File: config.mk
export PLATFORM = sky130hd
export DESIGN_NAME = sme_operand_collect
export DESIGN_NICKNAME = d
export VERILOG_FILES = /design/src/rtl/sme_operand_collect.sv
export SDC_FILE = /design/constraint.sdc
export NUM_CORES = 1
export LEC_CHECK = 0
export ABC_AREA = 1
export CAP_MARGIN = 30
export CORE_MARGIN = 2
export CORE_UTILIZATION = 52
export CTS_CLUSTER_DIAMETER = 150
export CTS_CLUSTER_SIZE = 8
export DETAILED_ROUTE_END_ITERATION = 10
export DONT_BUFFER_PORTS = 1
export PLACE_DENSITY = 0.73
export SYNTH_ARGS = -nofsm -noshare
export SYNTH_HDL_FRONTEND = slang
export SYNTH_SLANG_ARGS = --single-unit
File: constraint.sdc
create_clock -name g_clk -period 2 [get_ports g_clk]
set_input_delay 0.4 -clock g_clk [delete_from_list [all_inputs] [get_ports g_clk]]
set_output_delay 0.4 -clock g_clk [all_outputs]
set_load 0.02 [all_outputs]
File: src/rtl/sme_operand_collect.sv
// sme_operand_collect
//   Operand collection stage in front of the SME ALU. It accepts one decoded
//   instruction, reads its rs1/rs2 shares one index per cycle from the
//   single-read-port share bank, and buffers them. It then presents the
//   complete share arrays to the ALU with a valid/ready handshake. Share
//   indices beyond the effective share count stay zero. The buffers are
//   scrubbed after every issue and on flush.
//
// Ports
//   g_clk, g_resetn         clock, asynchronous active-low reset
//   flush                   abort the operation and discard all buffered state
//   smectl_d                requested share count, sampled at request accept
//   req_valid/req_ready     instruction handshake (req_op, req_shamt)
//   rf_rd_en/rf_rd_idx      share bank read strobe and index
//   rf_rs1/rf_rs2           share bank data, valid the cycle after rf_rd_en
//   alu_valid/alu_ready     operand handshake (alu_op, alu_shamt, alu_rs1/2)
//   busy                    high whenever the collector is not idle
module sme_operand_collect #(
   parameter int XLEN = 32,
   parameter int SMAX = 4,
   parameter int OPW  = 16
) (
   input  logic                     g_clk,
   input  logic                     g_resetn,
   input  logic                     flush,
   input  logic [3:0]               smectl_d,
   input  logic                     req_valid,
   output logic                     req_ready,
   input  logic [OPW-1:0]           req_op,
   input  logic [4:0]               req_shamt,
   output logic                     rf_rd_en,
   output logic [$clog2(SMAX)-1:0]  rf_rd_idx,
   input  logic [XLEN-1:0]          rf_rs1,
   input  logic [XLEN-1:0]          rf_rs2,
   output logic                     alu_valid,
   input  logic                     alu_ready,
   output logic [OPW-1:0]           alu_op,
   output logic [4:0]               alu_shamt,
   output logic [SMAX*XLEN-1:0]     alu_rs1,
   output logic [SMAX*XLEN-1:0]     alu_rs2,
   output logic                     busy
);

   localparam int IW = $clog2(SMAX);
   localparam int DW = IW + 1;   // d_eff can equal SMAX, so it needs one extra bit

   typedef enum logic [1:0] {
      S_IDLE  = 2'd0,
      S_FETCH = 2'd1,
      S_DRAIN = 2'd2,
      S_ISSUE = 2'd3
   } state_t;

   state_t                 r_state;
   state_t                 w_state_nxt;
   logic [IW-1:0]          r_cnt;
   logic [DW-1:0]          r_d_eff;
   logic [DW-1:0]          w_d_eff;
   logic                   r_cap_en;
   logic [IW-1:0]          r_cap_idx;
   logic [SMAX*XLEN-1:0]   r_rs1;
   logic [SMAX*XLEN-1:0]   r_rs2;
   logic [OPW-1:0]         r_op;
   logic [4:0]             r_shamt;
   logic                   w_accept;
   logic                   w_fetch;
   logic                   w_fetch_last;
   logic                   w_handshake;

   // Clamp the requested share count into 1..SMAX.
   always_comb begin
      w_d_eff = DW'(smectl_d);
      if (smectl_d == 4'd0) begin
         w_d_eff = DW'(1);
      end else if (int'(smectl_d) > SMAX) begin
         w_d_eff = DW'(SMAX);
      end
   end

   assign w_fetch_last = ({1'b0, r_cnt} == (r_d_eff - DW'(1)));

   always_ff @(posedge g_clk or negedge g_resetn) begin
      if (!g_resetn) begin
         r_state <= S_IDLE;
      end else begin
         r_state <= w_state_nxt;
      end
   end

   // Flush overrides every transition, including a pending accept or handshake.
   always_comb begin
      w_state_nxt = r_state;
      w_accept    = 1'b0;
      w_fetch     = 1'b0;
      w_handshake = 1'b0;
      case (r_state)
         S_IDLE: begin
            if (req_valid && !flush) begin
               w_accept    = 1'b1;
               w_state_nxt = S_FETCH;
            end
         end
         S_FETCH: begin
            w_fetch = 1'b1;
            if (w_fetch_last) begin
               w_state_nxt = S_DRAIN;
            end
         end
         S_DRAIN: begin
            w_state_nxt = S_ISSUE;
         end
         S_ISSUE: begin
            if (alu_ready && !flush) begin
               w_handshake = 1'b1;
               w_state_nxt = S_IDLE;
            end
         end
         default: w_state_nxt = S_IDLE;
      endcase
      if (flush) begin
         w_state_nxt = S_IDLE;
      end
   end

   // Datapath: request latch, read counter, delayed capture and share buffers.
   always_ff @(posedge g_clk or negedge g_resetn) begin
      if (!g_resetn) begin
         r_cnt     <= '0;
         r_d_eff   <= '0;
         r_cap_en  <= 1'b0;
         r_cap_idx <= '0;
         r_rs1     <= '0;
         r_rs2     <= '0;
         r_op      <= '0;
         r_shamt   <= '0;
      end else if (flush) begin
         // Dropping r_cap_en discards a capture that is due this cycle.
         r_cnt     <= '0;
         r_cap_en  <= 1'b0;
         r_cap_idx <= '0;
         r_rs1     <= '0;
         r_rs2     <= '0;
         r_op      <= '0;
         r_shamt   <= '0;
      end else begin
         r_cap_en  <= w_fetch;
         r_cap_idx <= r_cnt;
         if (w_accept) begin
            r_op    <= req_op;
            r_shamt <= req_shamt;
            r_d_eff <= w_d_eff;
            r_cnt   <= '0;
            r_rs1   <= '0;
            r_rs2   <= '0;
         end else if (w_handshake) begin
            r_rs1 <= '0;
            r_rs2 <= '0;
         end else begin
            if (w_fetch) begin
               r_cnt <= r_cnt + IW'(1);
            end
            if (r_cap_en) begin
               for (int i = 0; i < SMAX; i++) begin
                  if (r_cap_idx == IW'(i)) begin
                     r_rs1[i*XLEN +: XLEN] <= rf_rs1;
                     r_rs2[i*XLEN +: XLEN] <= rf_rs2;
                  end
               end
            end
         end
      end
   end

   // While flush is high a request cannot be taken, so req_ready drops with it.
   assign req_ready = (r_state == S_IDLE) && !flush && g_resetn;
   assign rf_rd_en  = w_fetch;
   assign rf_rd_idx = w_fetch ? r_cnt : '0;
   assign alu_valid = (r_state == S_ISSUE);
   assign busy      = (r_state != S_IDLE);
   assign alu_op    = r_op;
   assign alu_shamt = r_shamt;
   assign alu_rs1   = r_rs1;
   assign alu_rs2   = r_rs2;

endmodule

==> results_dict.tcl, run 1 <==
set metrics [dict create \
    status "finished, violations left" \
    violations "negative hold slack" \
    synth_compound_area_share_pct 1.81 \
    diodes 0 \
    synthFlopType "dfrtp_1" \
    drive_gt1_share_pct 10.9 \
    max_freq_mhz 517 \
    hold_viol 287 \
    drv_slew 0 \
    crit_chain "inv_1, ha_2, buf_4, nand2_1, inv_2" \
    clk_pin_slew_worst_paths_ns 0.05 \
    synth_top_area_share_pct 57.7 \
    p_sw_share_pct 29.9 \
    ir_drop_uv 636 \
    clockRootBuffer "clkbuf_16" \
    maxCapViolCount 0 \
    avgSynthCellArea_sq_um 9.26 \
    synthTopCellsByArea "dfrtp_1, nand2_1, nor2_8" \
    coreArea_sq_um 23500 \
    routed_wl_um 33100 \
    period_needed_ns 1.93 \
    first_pass_iters 6 \
    fin_area_sq_um 14000 \
    cts_made_buffers 41 \
    grt_pass1_wl_um 51800 \
    tightestPinTransition_ns 0.539 \
    place_inst 1628 \
    area.growth.synth_to_final_pct 12.1 \
    synth_area_sq_um 12500 \
    ys_seq_area_share_pct 57.7 \
    synth_top_family_by_area "simple AND/OR/NAND/NOR gates" \
    cp-start-kind "flop" \
    drcViolationCount 0 \
    cp.arrival_ns 1.53 \
    cts_hold_buf 1 \
    num_io_pins 377 \
    cts_tree "built" \
    nets 1451 \
    fp.dieW_um 159 \
    r2r_setup_slack_ns 0.16 \
    gp_congestion 0.864 \
    combPwrFrac_pct 15.3 \
    critPathKind "reg2out" \
    dieArea_sq_um 25200 \
    dpl_cell_area_sq_um 12900 \
    yosysTopAreaCell "dfrtp_1" \
    synth.most_common_cell "nand2_1" \
    pwr_density_cell_nw_per_um2 1070 \
    total_power_mw 14.9 \
    fin_crit_sh_pct 96.7 \
    worstPathRequired_ns 1.60 \
    fp.dieH_um 159 \
    async_flop_share_pct 100 \
    synth_cells 1345 \
    min_path_type "in2async" \
    wl_per_cell_um 19.8 \
    synth_xor_xnor_area_share_pct 0.0703 \
    synth.cells.most_frequent "nand2_1, dfrtp_1, inv_1" \
    crit_family "flip-flops" \
    cp_num_buf_inv 3 \
    ys.warnings.count 0 \
    layout.cells.non_filler 1671 \
    power_frac_seq_pct 45.6 \
    grt_pass1_vias 8932 \
    net-switching-power_mw 4.47 \
    grt_usage_pct 26.2 \
    synth_fp_nets 1443 \
    io_buffers 0 \
    antenna_found_initial 0 \
    p_leak_nw 8.14 \
    rsz0062_at_grt "yes" \
    finalClockSkew_ns 0.0147 \
    crit_fanout 4 \
    p_int_mw 10.5 \
    antenna_left 0 \
    synth.distinct_cells 25 \
    rows 56 \
    worst_path_max_delay_cell "dfrtp_1" \
    cp-end-kind "output port" \
    clock-sinks 287 \
    synth_seq_cells 287 \
    cts.path.max_buffers 3 \
    setup_viol 0 \
    yosys.area_share.simple_pct 34.5 \
    initialDrtViolationCount 643 \
    initial_core_util_pct 53.0 \
    grt_max_degree 289 \
    slew_headroom_pct 63.9 \
    clkLatencyLatePin_ns 0.51 \
    via_per_inst 5.23 \
    critical_path.max_stage_delay_ns 0.39 \
    cts.htree.levels 2 \
    synthAdderAreaFrac_pct 0.402 \
    vias 8740 \
    synth_edf_count 0 \
    clkPwrFrac_pct 39.1 \
    muxShareOfSynthArea_pct 0 \
    overflow 0 \
    post-dp-hpwl_um 21500 \
    fin_hold_ws_ns -0.402 \
]
final timing paths:
path / start / endpoint / cells after the start
setup reg to reg: r_state[0] / alu_rs1[69] / 10
max in group asynchronous: g_resetn / alu_rs2[23] / 0
min in group g_clk: req_op[5] / alu_op[5] / 1
hold reg to reg: r_state[1] / r_state[1] / 2
setup / recovery: r_state[1] / rf_rd_idx[1] / 5
hold / removal: g_resetn / alu_rs1[110] / 0
through the flow:
stage               utilization [%]  setup TNS (ns)  setup slack [ns]
finish                         59.5               0            0.0654
global route                   59.5         -0.0118           -0.0118
CTS                            59.4               0            0.0171
detailed placement             55.0               0            0.0978
global placement               55.0               0             0.118
floorplan                         -               0             0.179
worst reg2reg max path: cells and delay by family (launching register included):
kind	cells	cell delay, ns
adders and majority gates	1	0.20
and+or+nand+nor	7	0.66
buffers and inverters	2	0.44
DFF	1	0.42
layout make-up:
| type | count | area [sq um] |
|---|---|---|
| repair buffers | 29 | 420 |
| clock buffers | 42 | 1030 |
| well taps | 319 | 399 |
| inverters | 86 | 325 |
| multi-input cells | 908 | 4600 |
| fillers | 1975 | 9510 |
| flip-flops and latches | 287 | 7180 |
metal layers:
metal,routed length (um),vias to the layer above,global-route usage (%),part of all wire (%)
li1,-,4034,-,-
met5,0,-,0,0
met2,15800,421,41.8,48
met4,1430,0,11.0,4.3
met3,2870,91,8.10,8.7
met1,13000,4194,33.1,39
layout by cell type (no fill, tap or decap), drive strengths merged:
master | Yosys | final
a22o | 21 | 21
dlygate4sd3 | 0 | 1
ha | 4 | 4
dfrtp | 287 | 287
clkbuf | 11 | 42
inv | 86 | 86
buf | 53 | 28
xnor2 | 1 | 1
o22ai | 3 | 3
o21ai | 1 | 1
nand3 | 7 | 7
a21oi | 2 | 2
o21a | 1 | 1
nor2 | 80 | 80
nand2 | 786 | 786
nor3 | 2 | 2
state kept, by name, summed over array words and instances (netlist names):
signal / flops
alu_rs1: 128
alu_rs2: 128
alu_op: 16
alu_shamt: 5
r_d_eff: 3
r_cap_idx: 2
r_cnt: 2
r_state: 2
r_cap_en: 1
power by group through the flow:
stage / Combinational, mW / Clock (mW) / Sequential [mW]
CTS: 2.28 / 5.96 / 6.82
detailed placement: 2.28 / 0 / 6.90
finish: 2.29 / 5.85 / 6.81
global route: 2.48 / 6.22 / 6.85
global placement: 2.23 / 0 / 6.90
floorplan: 1.66 / 0 / 6.79
what timing repair did:
action	4_1_cts	5_1_grt
endpoints found under the hold margin	290	287
pin swaps	0	1
setup endpoints to repair	2	4
buffers inserted	0	0
resized for setup	2	4
logic make-up (layout without fill, tap and decap cells):
| group | Yosys count | in the layout |
|---|---|---|
| AOI/OAI and AO/OA | 28 | 28 |
| xor gates and xnor gates | 1 | 1 |
| adders and majority gates | 4 | 4 |
| buffers and inverters | 150 | 157 |
| DFF | 287 | 287 |
| and+or+nand+nor | 875 | 875 |
Power figures use the tool's default switching activity.
==> inputs of run 2 (changes only) <==
==> constraint.sdc (replaced) <==
create_clock -name g_clk -period 2 [get_ports g_clk]
set_input_delay 0.3 -clock g_clk [delete_from_list [all_inputs] [get_ports g_clk]]
set_output_delay 0.3 -clock g_clk [all_outputs]
set_load 0.02 [all_outputs]
==> run 2 against run 1 <==
The run still ends with negative hold slack left. Power is 2.6% higher. Count of clock-buffer cells in the layout is 2 higher. Worst hold slack worse by 0.11 ns. Critical path type unchanged. Critical endpoint is now req_ready. Highest routed layer unchanged.
==> results_dict.tcl, run 2 (synthesis gave the netlist of run 1 again) <==
set metrics [dict create \
    layout.cells.non_filler 1701 \
    crit_fanout 5 \
    coreArea_sq_um 23500 \
    drive_gt1_share_pct 10.9 \
    cp-end-kind "output port" \
    gp_congestion 0.862 \
    drcViolationCount 0 \
    setup_tns_ns 0 \
    ir_drop_uv 684 \
    overflow 0 \
    maxCapViolCount 0 \
    fin_hold_ws_ns -0.510 \
    cts_made_buffers 41 \
    place_inst 1628 \
    clockRootBuffer "clkbuf_16" \
    min_path_type "in2async" \
    r2r_start "r_state[0]" \
    grt_pass1_vias 9226 \
    pwr_density_cell_nw_per_um2 1070 \
    cp-start-kind "flop" \
    hold_viol 287 \
    grt_usage_pct 26.7 \
    clk_pin_slew_worst_paths_ns 0.05 \
    diodes 0 \
    status "finished, violations left" \
    fin_crit_sh_pct 94.0 \
    via_per_inst 5.23 \
    clkLatencyLatePin_ns 0.51 \
    slew_headroom_pct 53.0 \
    antenna_found_initial 0 \
    num_io_pins 377 \
    rr_endpoint "alu_rs2[8]" \
    p_leak_nw 8.31 \
    drv_slew 0 \
    cp.arrival_ns 1.58 \
    violations "negative hold slack" \
    cts.htree.levels 2 \
    reg2regPathDepth 11 \
    critical_path.max_stage_delay_ns 0.42 \
    cts_tree "built" \
    fp.dieW_um 159 \
    crit_chain "inv_1, ha_1, nand2_4, nor2_2" \
    cts.path.max_buffers 3 \
    fp.dieH_um 159 \
    initialDrtViolationCount 780 \
    worst_path_max_delay_cell "dfrtp_1" \
    final_common_cell "nand2_1" \
    cts_hold_buf 24 \
    setup_viol 0 \
    fill_cells 1907 \
    rsz0062_at_grt "no" \
    critPathKind "reg2out" \
    dieArea_sq_um 25200 \
    clock-sinks 287 \
    nets 1478 \
    tightestPinTransition_ns 0.704 \
    period_needed_ns 1.88 \
    area.growth.synth_to_final_pct 15.0 \
    first_pass_iters 5 \
    post-route-util_pct 61.0 \
    post-dp-hpwl_um 21200 \
    grt_pass1_wl_um 53000 \
    vias 8889 \
    routed_wl_um 33900 \
    finalClockSkew_ns 0.00881 \
    grt_max_degree 289 \
    wl_per_cell_um 19.9 \
    crit_family "flip-flops" \
    initial_core_util_pct 53.0 \
    cp_num_buf_inv 1 \
    final_cell_mix "nand2_1, dfrtp_1, inv_1, nor2_8, clkbuf_16" \
    max_freq_mhz 532 \
    rows 56 \
    r2r_setup_slack_ns 0.14 \
    antenna_left 0 \
    io_buffers 0 \
    worstPathRequired_ns 1.70 \
]
run 2: changes by cell type in the layout (fill, tap and decap cells not counted), moves of 2 or more:
cell / change
dlygate4sd3_1: +23
clkbuf_16: +4
ha_1: +2
ha_2: -2
run 2: worst max-delay path by stage:
stage	from	to	slack, ns	cells after the start
2_1_floorplan	r_state[0]	alu_rs1[74]	0.18	8
4_1_cts	r_state[0]	alu_rs2[32]	0.04	10
5_1_grt	r_state[0]	alu_rs2[8]	0.0009	11
6_report	r_state[0]	req_ready	0.12	4
3_5_place_dp	r_state[0]	alu_rs2[0]	0.08	10
3_3_place_gp	r_state[0]	alu_rs2[64]	0.11	10
run 2: cell type report:
cell class                      instances  area [sq um]  share of cell area [%]
Inverter                               86           325                    2.27
Clock inverter                          1          8.76                  0.0612
Timing Repair Buffer                   56           728                    5.09
Clock buffer                           44          1080                    7.54
Tap cell                              319           399                    2.79
Sequential cell                       287          7180                    50.2
Multi-Input combinational cell        908          4590                    32.1
run 2: timing repair:
item,CTS,global route
setup endpoints to repair,1,28
gates resized for setup,1,1
gates cloned,0,2
pin swaps,0,1
endpoints found under the hold margin,315,287
setup buffers,0,2
run 2: layer usage:
layer / up-vias / wire (um) / GRT usage [%]
met4: 0 / 1260 / 10.4
met3: 87 / 3330 / 8.80
met2: 437 / 16100 / 43.5
li1: 4090 / - / -
met5: - / 0 / 0
met1: 4275 / 13200 / 33.0
run 2: where the power goes:
group / total [mW] / switching [mW] / leakage (nW) / internal (mW)
Clock: 6.08 / 2.33 / 0.536 / 3.75
Combinational: 2.43 / 1.60 / 3.79 / 0.834
Sequential: 6.82 / 0.654 / 3.98 / 6.16
Total: 15.3 / 4.58 / 8.31 / 10.7
run 2: worst reg2reg max path, stage by stage (launching register included):
cell	delay [ns]
dfrtp_1	0.41
inv_1	0.06
ha_1	0.24
nand2_4	0.12
nor2_8	0.05
nor2_8	0.12
nand2_8	0.14
nor2_4	0.18
buf_4	0.16
buf_12	0.16
nand2_1	0.07
nand2_1	0.08
run 2: metrics by stage:
| stage | power [mW] | setup slack, ns | instance area, sq um | hold slack, ns |
|---|---|---|---|---|
| finish | 15.3 | 0.120 | 14300 | -0.510 |
| global route | 15.9 | 0.000880 | 14300 | -0.533 |
| CTS | 15.3 | 0.0443 | 14200 | -0.529 |
| detailed placement | 9.17 | 0.0753 | 12900 | 0.00957 |
| global placement | 9.13 | 0.112 | 12900 | 0.0109 |
| floorplan | 8.45 | 0.179 | 12500 | 0.00441 |
